$ cat config.mk
export PLATFORM = sky130hd
export DESIGN_NAME = video_out_stage_flat
export DESIGN_NICKNAME = d
export VERILOG_FILES = /design/src/rtl/video_out_stage_if.sv /design/src/rtl/video_out_stage.sv /design/src/flat_wrapper.sv
export SDC_FILE = /design/constraint.sdc
export NUM_CORES = 1
export LEC_CHECK = 0
export CORE_ASPECT_RATIO = 1.5
export CORE_MARGIN = 10
export CORE_UTILIZATION = 35
export DETAILED_ROUTE_END_ITERATION = 10
export HOLD_SLACK_MARGIN = 0.12
export PLACE_DENSITY_LB_ADDON = 0.25
export SLEW_MARGIN = 20
export SYNTH_ARGS = -nofsm -noshare
export SYNTH_HDL_FRONTEND = slang
export SYNTH_SLANG_ARGS = --single-unit
$ cat constraint.sdc
create_clock -name vidclk -period 2.3 [get_ports vidclk]
set_clock_uncertainty 0.1 [all_clocks]
set_input_delay 0.575 -clock vidclk [delete_from_list [all_inputs] [get_ports vidclk]]
set_output_delay 0.575 -clock vidclk [all_outputs]
set_load 0.005 [all_outputs]
$ cat src/rtl/video_out_stage_if.sv
// Pixel-pipeline to pad-stage bundle: timing/colour inputs plus the pad-bound outputs.
// master = pixel pipeline side, slave = video_out_stage.
interface video_out_stage_if;
  logic        hsync_in;
  logic        vsync_in;
  logic        viden_in;
  logic [7:0]  r_in;
  logic [7:0]  g_in;
  logic [7:0]  b_in;
  logic        hsync;
  logic        vsync;
  logic        blank_n;
  logic [7:0]  r;
  logic [7:0]  g;
  logic [7:0]  b;
  logic [15:0] frame;
  logic        sync_err;
  logic        locked;

  modport master (
    output hsync_in, vsync_in, viden_in, r_in, g_in, b_in,
    input  hsync, vsync, blank_n, r, g, b, frame, sync_err, locked
  );

  modport slave (
    input  hsync_in, vsync_in, viden_in, r_in, g_in, b_in,
    output hsync, vsync, blank_n, r, g, b, frame, sync_err, locked
  );
endinterface

$ cat src/rtl/video_out_stage.sv
// Final registered video stage: sync/enable delay line, blanking, frame counter.
// Sync timing checker (SYNC_ERR/LOCKED) is built only when VIDEO_SYNC_CHECK_EN is defined.
module video_out_stage #(
  parameter int SYNC_DLY = 2,
  parameter int SYNC_POL = 1,
  parameter int H_TOTAL  = 1056,
  parameter int V_TOTAL  = 628
) (
  input  logic             vidclk,
  input  logic             rst,
  video_out_stage_if.slave vid
);

  localparam logic       ACT      = (SYNC_POL != 0) ? 1'b1 : 1'b0;
  localparam logic       INACT    = ~ACT;
  localparam logic [2:0] DLY_IDLE = {INACT, INACT, 1'b0};
  localparam int         LAST     = SYNC_DLY - 1;

  // A total of all-ones can never match because a saturated counter is a mismatch.
  if (SYNC_DLY < 1 || SYNC_DLY > 8 || H_TOTAL < 1 || H_TOTAL > 4094 ||
      V_TOTAL < 1 || V_TOTAL > 2046) begin : g_bad_param
    $error("video_out_stage: parameter out of range");
  end

  // Each delay stage holds {hsync, vsync, viden}.
  logic [SYNC_DLY-1:0][2:0] dly_q, dly_d;
  logic [23:0]              rgb_q, rgb_d;
  logic                     vs_out_prev_q, vs_out_prev_d;
  logic [15:0]              frame_q, frame_d;

  always_comb begin
    dly_d    = dly_q;
    dly_d[0] = {vid.hsync_in, vid.vsync_in, vid.viden_in};
    for (int i = 1; i < SYNC_DLY; i++) begin
      dly_d[i] = dly_q[i-1];
    end
    // Gate with the enable that lands in the last stage this edge, so colour and BLANK_N align.
    if (dly_d[LAST][0]) begin
      rgb_d = {vid.r_in, vid.g_in, vid.b_in};
    end else begin
      rgb_d = 24'h000000;
    end
    vs_out_prev_d = dly_q[LAST][1];
    if ((dly_q[LAST][1] == ACT) && (vs_out_prev_q == INACT)) begin
      frame_d = frame_q + 16'd1;
    end else begin
      frame_d = frame_q;
    end
  end

  always_ff @(posedge vidclk or posedge rst) begin
    if (rst) begin
      dly_q         <= {SYNC_DLY{DLY_IDLE}};
      rgb_q         <= 24'h000000;
      vs_out_prev_q <= INACT;
      frame_q       <= 16'h0000;
    end else begin
      dly_q         <= dly_d;
      rgb_q         <= rgb_d;
      vs_out_prev_q <= vs_out_prev_d;
      frame_q       <= frame_d;
    end
  end

  assign vid.hsync   = dly_q[LAST][2];
  assign vid.vsync   = dly_q[LAST][1];
  assign vid.blank_n = dly_q[LAST][0];
  assign vid.r       = rgb_q[23:16];
  assign vid.g       = rgb_q[15:8];
  assign vid.b       = rgb_q[7:0];
  assign vid.frame   = frame_q;

`ifdef VIDEO_SYNC_CHECK_EN
  typedef enum logic [1:0] {
    ST_UNLOCKED = 2'd0,
    ST_GOOD1    = 2'd1,
    ST_LOCKED   = 2'd2
  } lock_st_e;

  localparam logic [11:0] H_EXP = 12'(H_TOTAL);
  localparam logic [10:0] V_EXP = 11'(V_TOTAL);

  lock_st_e    st_q, st_d;
  logic        hs_in_q, hs_in_d, hs_in_prev_q, hs_in_prev_d;
  logic        vs_in_q, vs_in_d, vs_in_prev_q, vs_in_prev_d;
  logic [11:0] hcnt_q, hcnt_d;
  logic [10:0] vcnt_q, vcnt_d;
  logic        h_armed_q, h_armed_d, v_armed_q, v_armed_d;
  logic        line_seen_bad_q, line_seen_bad_d;
  logic        sync_err_q, sync_err_d, locked_q, locked_d;
  logic [10:0] vcnt_inc_s;
  logic        hs_edge_s, vs_edge_s, line_bad_s, frame_bad_s, frame_good_s;

  always_comb begin
    hs_in_d         = vid.hsync_in;
    hs_in_prev_d    = hs_in_q;
    vs_in_d         = vid.vsync_in;
    vs_in_prev_d    = vs_in_q;
    hs_edge_s       = (hs_in_q == ACT) && (hs_in_prev_q == INACT);
    vs_edge_s       = (vs_in_q == ACT) && (vs_in_prev_q == INACT);
    hcnt_d          = hcnt_q;
    vcnt_d          = vcnt_q;
    vcnt_inc_s      = vcnt_q;
    h_armed_d       = h_armed_q;
    v_armed_d       = v_armed_q;
    line_seen_bad_d = line_seen_bad_q;
    line_bad_s      = 1'b0;
    frame_bad_s     = 1'b0;
    frame_good_s    = 1'b0;

    // hcnt restarts at 1 so it reads exactly the line length on the next edge.
    if (hs_edge_s) begin
      line_bad_s = h_armed_q && ((hcnt_q != H_EXP) || (hcnt_q == 12'hFFF));
      h_armed_d  = 1'b1;
      hcnt_d     = 12'd1;
      vcnt_inc_s = (vcnt_q == 11'h7FF) ? vcnt_q : (vcnt_q + 11'd1);
    end else begin
      hcnt_d     = (hcnt_q == 12'hFFF) ? hcnt_q : (hcnt_q + 12'd1);
    end

    // A coincident line edge belongs to the frame that is ending.
    if (vs_edge_s) begin
      frame_bad_s     = v_armed_q && ((vcnt_inc_s != V_EXP) || (vcnt_inc_s == 11'h7FF));
      frame_good_s    = v_armed_q && !frame_bad_s && !line_bad_s && !line_seen_bad_q;
      v_armed_d       = 1'b1;
      vcnt_d          = 11'd0;
      line_seen_bad_d = 1'b0;
    end else begin
      vcnt_d          = vcnt_inc_s;
      line_seen_bad_d = line_seen_bad_q | line_bad_s;
    end

    sync_err_d = sync_err_q | line_bad_s | frame_bad_s;
    if (line_bad_s || frame_bad_s) begin
      st_d = ST_UNLOCKED;
    end else if (frame_good_s) begin
      case (st_q)
        ST_UNLOCKED: st_d = ST_GOOD1;
        ST_GOOD1:    st_d = ST_LOCKED;
        ST_LOCKED:   st_d = ST_LOCKED;
        default:     st_d = ST_UNLOCKED;
      endcase
    end else begin
      st_d = st_q;
    end
    locked_d = (st_d == ST_LOCKED);
  end

  always_ff @(posedge vidclk or posedge rst) begin
    if (rst) begin
      st_q            <= ST_UNLOCKED;
      hs_in_q         <= INACT;
      hs_in_prev_q    <= INACT;
      vs_in_q         <= INACT;
      vs_in_prev_q    <= INACT;
      hcnt_q          <= 12'd0;
      vcnt_q          <= 11'd0;
      h_armed_q       <= 1'b0;
      v_armed_q       <= 1'b0;
      line_seen_bad_q <= 1'b0;
      sync_err_q      <= 1'b0;
      locked_q        <= 1'b0;
    end else begin
      st_q            <= st_d;
      hs_in_q         <= hs_in_d;
      hs_in_prev_q    <= hs_in_prev_d;
      vs_in_q         <= vs_in_d;
      vs_in_prev_q    <= vs_in_prev_d;
      hcnt_q          <= hcnt_d;
      vcnt_q          <= vcnt_d;
      h_armed_q       <= h_armed_d;
      v_armed_q       <= v_armed_d;
      line_seen_bad_q <= line_seen_bad_d;
      sync_err_q      <= sync_err_d;
      locked_q        <= locked_d;
    end
  end

  assign vid.sync_err = sync_err_q;
  assign vid.locked   = locked_q;
`else
  assign vid.sync_err = 1'b0;
  assign vid.locked   = 1'b0;
`endif

endmodule
$ cat src/flat_wrapper.sv
// flat-port wrapper written by rule: the top's interface ports become plain ports
module video_out_stage_flat 
#(
  parameter int SYNC_DLY = 2,
  parameter int SYNC_POL = 1,
  parameter int H_TOTAL  = 1056,
  parameter int V_TOTAL  = 628
)
  (vidclk, rst, vid_hsync_in, vid_vsync_in, vid_viden_in, vid_r_in, vid_g_in, vid_b_in, vid_hsync, vid_vsync, vid_blank_n, vid_r, vid_g, vid_b, vid_frame, vid_sync_err, vid_locked);
  video_out_stage_if vid_i ();
  input  logic vidclk;
  input  logic rst;
  input wire logic [$bits(vid_i.hsync_in)-1:0] vid_hsync_in;
  input wire logic [$bits(vid_i.vsync_in)-1:0] vid_vsync_in;
  input wire logic [$bits(vid_i.viden_in)-1:0] vid_viden_in;
  input wire logic [$bits(vid_i.r_in)-1:0] vid_r_in;
  input wire logic [$bits(vid_i.g_in)-1:0] vid_g_in;
  input wire logic [$bits(vid_i.b_in)-1:0] vid_b_in;
  output wire logic [$bits(vid_i.hsync)-1:0] vid_hsync;
  output wire logic [$bits(vid_i.vsync)-1:0] vid_vsync;
  output wire logic [$bits(vid_i.blank_n)-1:0] vid_blank_n;
  output wire logic [$bits(vid_i.r)-1:0] vid_r;
  output wire logic [$bits(vid_i.g)-1:0] vid_g;
  output wire logic [$bits(vid_i.b)-1:0] vid_b;
  output wire logic [$bits(vid_i.frame)-1:0] vid_frame;
  output wire logic [$bits(vid_i.sync_err)-1:0] vid_sync_err;
  output wire logic [$bits(vid_i.locked)-1:0] vid_locked;
  assign vid_i.hsync_in = vid_hsync_in;
  assign vid_i.vsync_in = vid_vsync_in;
  assign vid_i.viden_in = vid_viden_in;
  assign vid_i.r_in = vid_r_in;
  assign vid_i.g_in = vid_g_in;
  assign vid_i.b_in = vid_b_in;
  assign vid_hsync = vid_i.hsync;
  assign vid_vsync = vid_i.vsync;
  assign vid_blank_n = vid_i.blank_n;
  assign vid_r = vid_i.r;
  assign vid_g = vid_i.g;
  assign vid_b = vid_i.b;
  assign vid_frame = vid_i.frame;
  assign vid_sync_err = vid_i.sync_err;
  assign vid_locked = vid_i.locked;
  video_out_stage #(.SYNC_DLY(SYNC_DLY), .SYNC_POL(SYNC_POL), .H_TOTAL(H_TOTAL), .V_TOTAL(V_TOTAL)) u_core (.vidclk(vidclk), .rst(rst), .vid(vid_i));
endmodule
# Word level (Yosys, flattened, before mapping)
# Cells that the tools add are included.
# W data, S select, Z words.
# word_totals
register_bits,47
latchBits,0
ram_bits,0
rom_bits,0
inputBits,29
output_inout_bits,45
word_cells,9
mem_count,0
# op_classes
addsub,1
n_mul,0
n_div,0
magnitude_cmp,0
eq_ne,0
n_shift,0
mux,1
bitwise_logic,1
n_reduce_logical,1
# ops
cell,count
$mux W24,1
$add A16 B1 Y16 const B,1
$logic_and A1 B1 Y1,1
$not A1 Y1,1

# Longest topological paths before layout
# logic_depth
depth_word,2
mapped_depth,5
ltp_nobuf,5

# Least setup slack after synthesis
# OpenSTA, ideal clock, no wires.
# synth_timing
kind,reg2reg
start,"register u_core.frame_q[0], in the netlist u_core.vid.frame[0]"
end,"register u_core.frame_q[14], in the netlist u_core.vid.frame[14]"
setup_ps,123
arrival_time_ps,1158
required_ps,2077
path_slack_ps,919
path_stages_with_launch,6
path_buffers,0
synth_period_minus_slack_ps,1381
path_cell_list,dfrtp_1 -> ha_1 -> nand2_1 -> nor3_4 -> nand4_1 -> xnor2_1
# synth_between
elab_chain_len,1
# synth_rtl
element,line,source
from (decl),video_out_stage.sv:29,"logic [15:0] frame_q, frame_d;"
from (signal assigned),video_out_stage.sv:61,frame_q <= frame_d;
$add A16 B1 Y16,video_out_stage.sv:45,frame_d = frame_q + 16'd1;
# Every way passes these cells.
# A chain may end at the register's enable or synchronous reset.

# Worst setup path in the final report
# layout_timing
start,"register u_core.frame_q[3], in the netlist u_core.vid.frame[3]"
end,output port vid_frame[3]
# layout_rtl
element,line,source
to (decl),flat_wrapper.sv:25,output wire logic [$bits(vid_i.frame)-1:0] vid_frame;
# No word-level cell between the ends.

==> flow_summary.ini <==
[flow_run]
maxCapViolCount = 0

[hold_path]
holdCritPathClass = flip-flop to flip-flop
hold_depth = 0
hold-path-endpoint = u_core.vid.vsync
hold_start = u_core.dly_d[4]

[route]
dr_total_vias = 1143
drt-total-wl_um = 3990
drc = 0
drt_iter0_markers = 37
postRouteAntennaNets = 0
drtPass1Iterations = 4
drt-wirelength-per-cell_um = 15.1
viasPerCell = 4.33

[sta]
rsz0062_at_grt = false
final_max_slew_viol_count = 0
setup_viol = 0
fmax_ghz = 0.503
fin_crit_sh_pct = 86.4
final.setup.tns_ns = 0
worst_pin_slew_ns = 0.532
slew_headroom_pct = 64.6
hold_viol = 0
min_period_ns = 1.99

[cells_and_area]
final_common_cell = clkdlybuf4s50_1
fillCellCount = 419
diodes = 0
area_delta_synth_final_pct = 53.8
layout_common_cells = clkdlybuf4s50_1 (71), dfrtp_1 (47), and2_1 (24)
design_area_mm2 = 0.00262
drive_above_1_share_pct = 8.08
fin_cells = 264
final_nets = 227

[clock_network]
post_cts_buffers = 0
clock_latency_ns = 0.29
htree_levels = 2
clock-root-buffer = clkbuf_8
cts_inserted_buffers = 5
cts_tree = built
cts_hold_buffers = 0
cts_num_sinks = 47
cts_resized = 0
clock_path_buffers = 2
path_clk_slew_ns = 0.08

[pwr]
p_leak_nw = 1.18
power_mw = 1.95
p_per_area_mw_per_mm2 = 746
worst_ir_drop_vdd_uv = 415

[synthesis]
synth_ff_type = dfrtp_1
syn_area_mm2 = 0.00170
yosys-top-cells-area = dfrtp_1 (69%), and2_1 (8.8%), xor2_1 (4.6%)
synth_top_area_share_pct = 69.1
synth.distinct_cells = 22
async_flop_share_pct = 100
yosysWarnings = 0
seq_area_frac_synth_pct = 69.1
synth_edf_count = 0
postSynthCellCount = 121
yosys_register_bits = 47
synth_top_area_cell = dfrtp_1
avgSynthCellArea_um2 = 14.1

[critical_path]
arrival_ns = 1.31
crit_buf_inv = 1
cpPeakStageDelay_ns = 0.56
cp_max_fo = 6
critical-path-slowest-cell = clkdlybuf4s50_1
r2r_cells = 5
cp-end-kind = output pin
critPathTopFamily = buffers and inverters
cp.required_ns = 1.62
worstReg2RegStart = u_core.vid.frame[0]
r2r_end = u_core.vid.frame[14]
worstPathCellList = clkdlybuf4s50_1
start_kind = flip-flop
setup.worst_path.start = u_core.vid.frame[3]
criticalPathCategory = flip-flop to output pin
r2r_slack_ns = 0.76

[placed_design]
gp_congestion = 0.747
placed_area_mm2 = 0.00250
dp_hpwl_um = 3210
placed_cells = 256
portBuffers = 71

[floorplan]
die-width_um = 77.0
start_util_pct = 35.7
die_y_um = 105
rows = 31
fp.coreArea_mm2 = 0.00477
top_level_ports = 74
dieArea_mm2 = 0.00811

[global_route]
grt_max_degree = 28
grt_overflow = 0
grt_util_all_layers_pct = 10.2
grt_pass1_vias = 1337
grt_pass1_wl_um = 6660
antenna_found_initial = 0

[status]
status = completed
-- Yosys cell counts (2+ instances only) --
cell and count:
nand2_1 7, buf_4 2, and2_1 24, clkbuf_1 2, xor2_1 9, nor3_1 2, nor2_1 4, dfrtp_1 47
nand4_1 5, xnor2_1 6, nand3_1 2
-- routing by layer --
layer | share of wire (%) | global-route usage (%) | vias to the layer above
li1 | - | - | 534
met1 | 34 | 9.13 | 550
met2 | 49 | 16.7 | 53
met3 | 15 | 7.57 | 6
met4 | 2.3 | 5.07 | 0
met5 | 0 | 0 | -
-- worst max-delay path by stage --
stage | end | cells past startpoint
2_1_floorplan | u_core.dly_d[3] | 1
4_1_cts | vid_frame[0] | 1
5_1_grt | vid_frame[0] | 1
6_report | vid_frame[3] | 1
3_3_place_gp | vid_frame[0] | 1
3_5_place_dp | vid_frame[0] | 1
-- kinds of logic after synthesis --
group	share of synthesized area, %
other	0.220
muxes	0.661
xor gates and xnor gates	7.72
adders and majority gates	0.735
buffers and inverters	1.54
and+or+nand+nor	20.1
DFF	69.1
-- sequential cells by signal, indices dropped and copies added, names as in the netlist --
register,count
u_core.vid.vsync,1
u_core.vid.blank_n,1
u_core.vid.frame,16
u_core.rgb_q,24
u_core.vid.hsync,1
u_core.dly_d,3
u_core.vs_out_prev_q,1
-- stage by stage --
step           utilization (%)  worst slack [ns]  hold slack, ns
5_1_grt                   54.9             0.250           0.261
6_report                  54.9             0.312           0.256
2_1_floorplan                -             0.509           0.231
3_5_place_dp              52.3             0.629           0.239
4_1_cts                   54.9             0.287           0.258
3_3_place_gp              52.3             0.649           0.233
-- layout make-up --
| cell class | count | area, µm² | area share, % |
|---|---|---|---|
| Inverter | 1 | 3.75 | 0.143 |
| Timing Repair Buffer | 72 | 731 | 27.9 |
| Sequential cell | 47 | 1180 | 44.9 |
| Clock buffer | 6 | 82.6 | 3.15 |
| Multi-Input combinational cell | 70 | 504 | 19.3 |
| Clock inverter | 2 | 38.8 | 1.48 |
| Tap cell | 66 | 82.6 | 3.15 |
-- power by group --
part	switching (mW)	internal (mW)
sequential	0.0964	0.902
clock	0.266	0.357
combinational	0.111	0.221
total	0.474	1.48
Note: power is estimated with default switching activity, not from simulation.
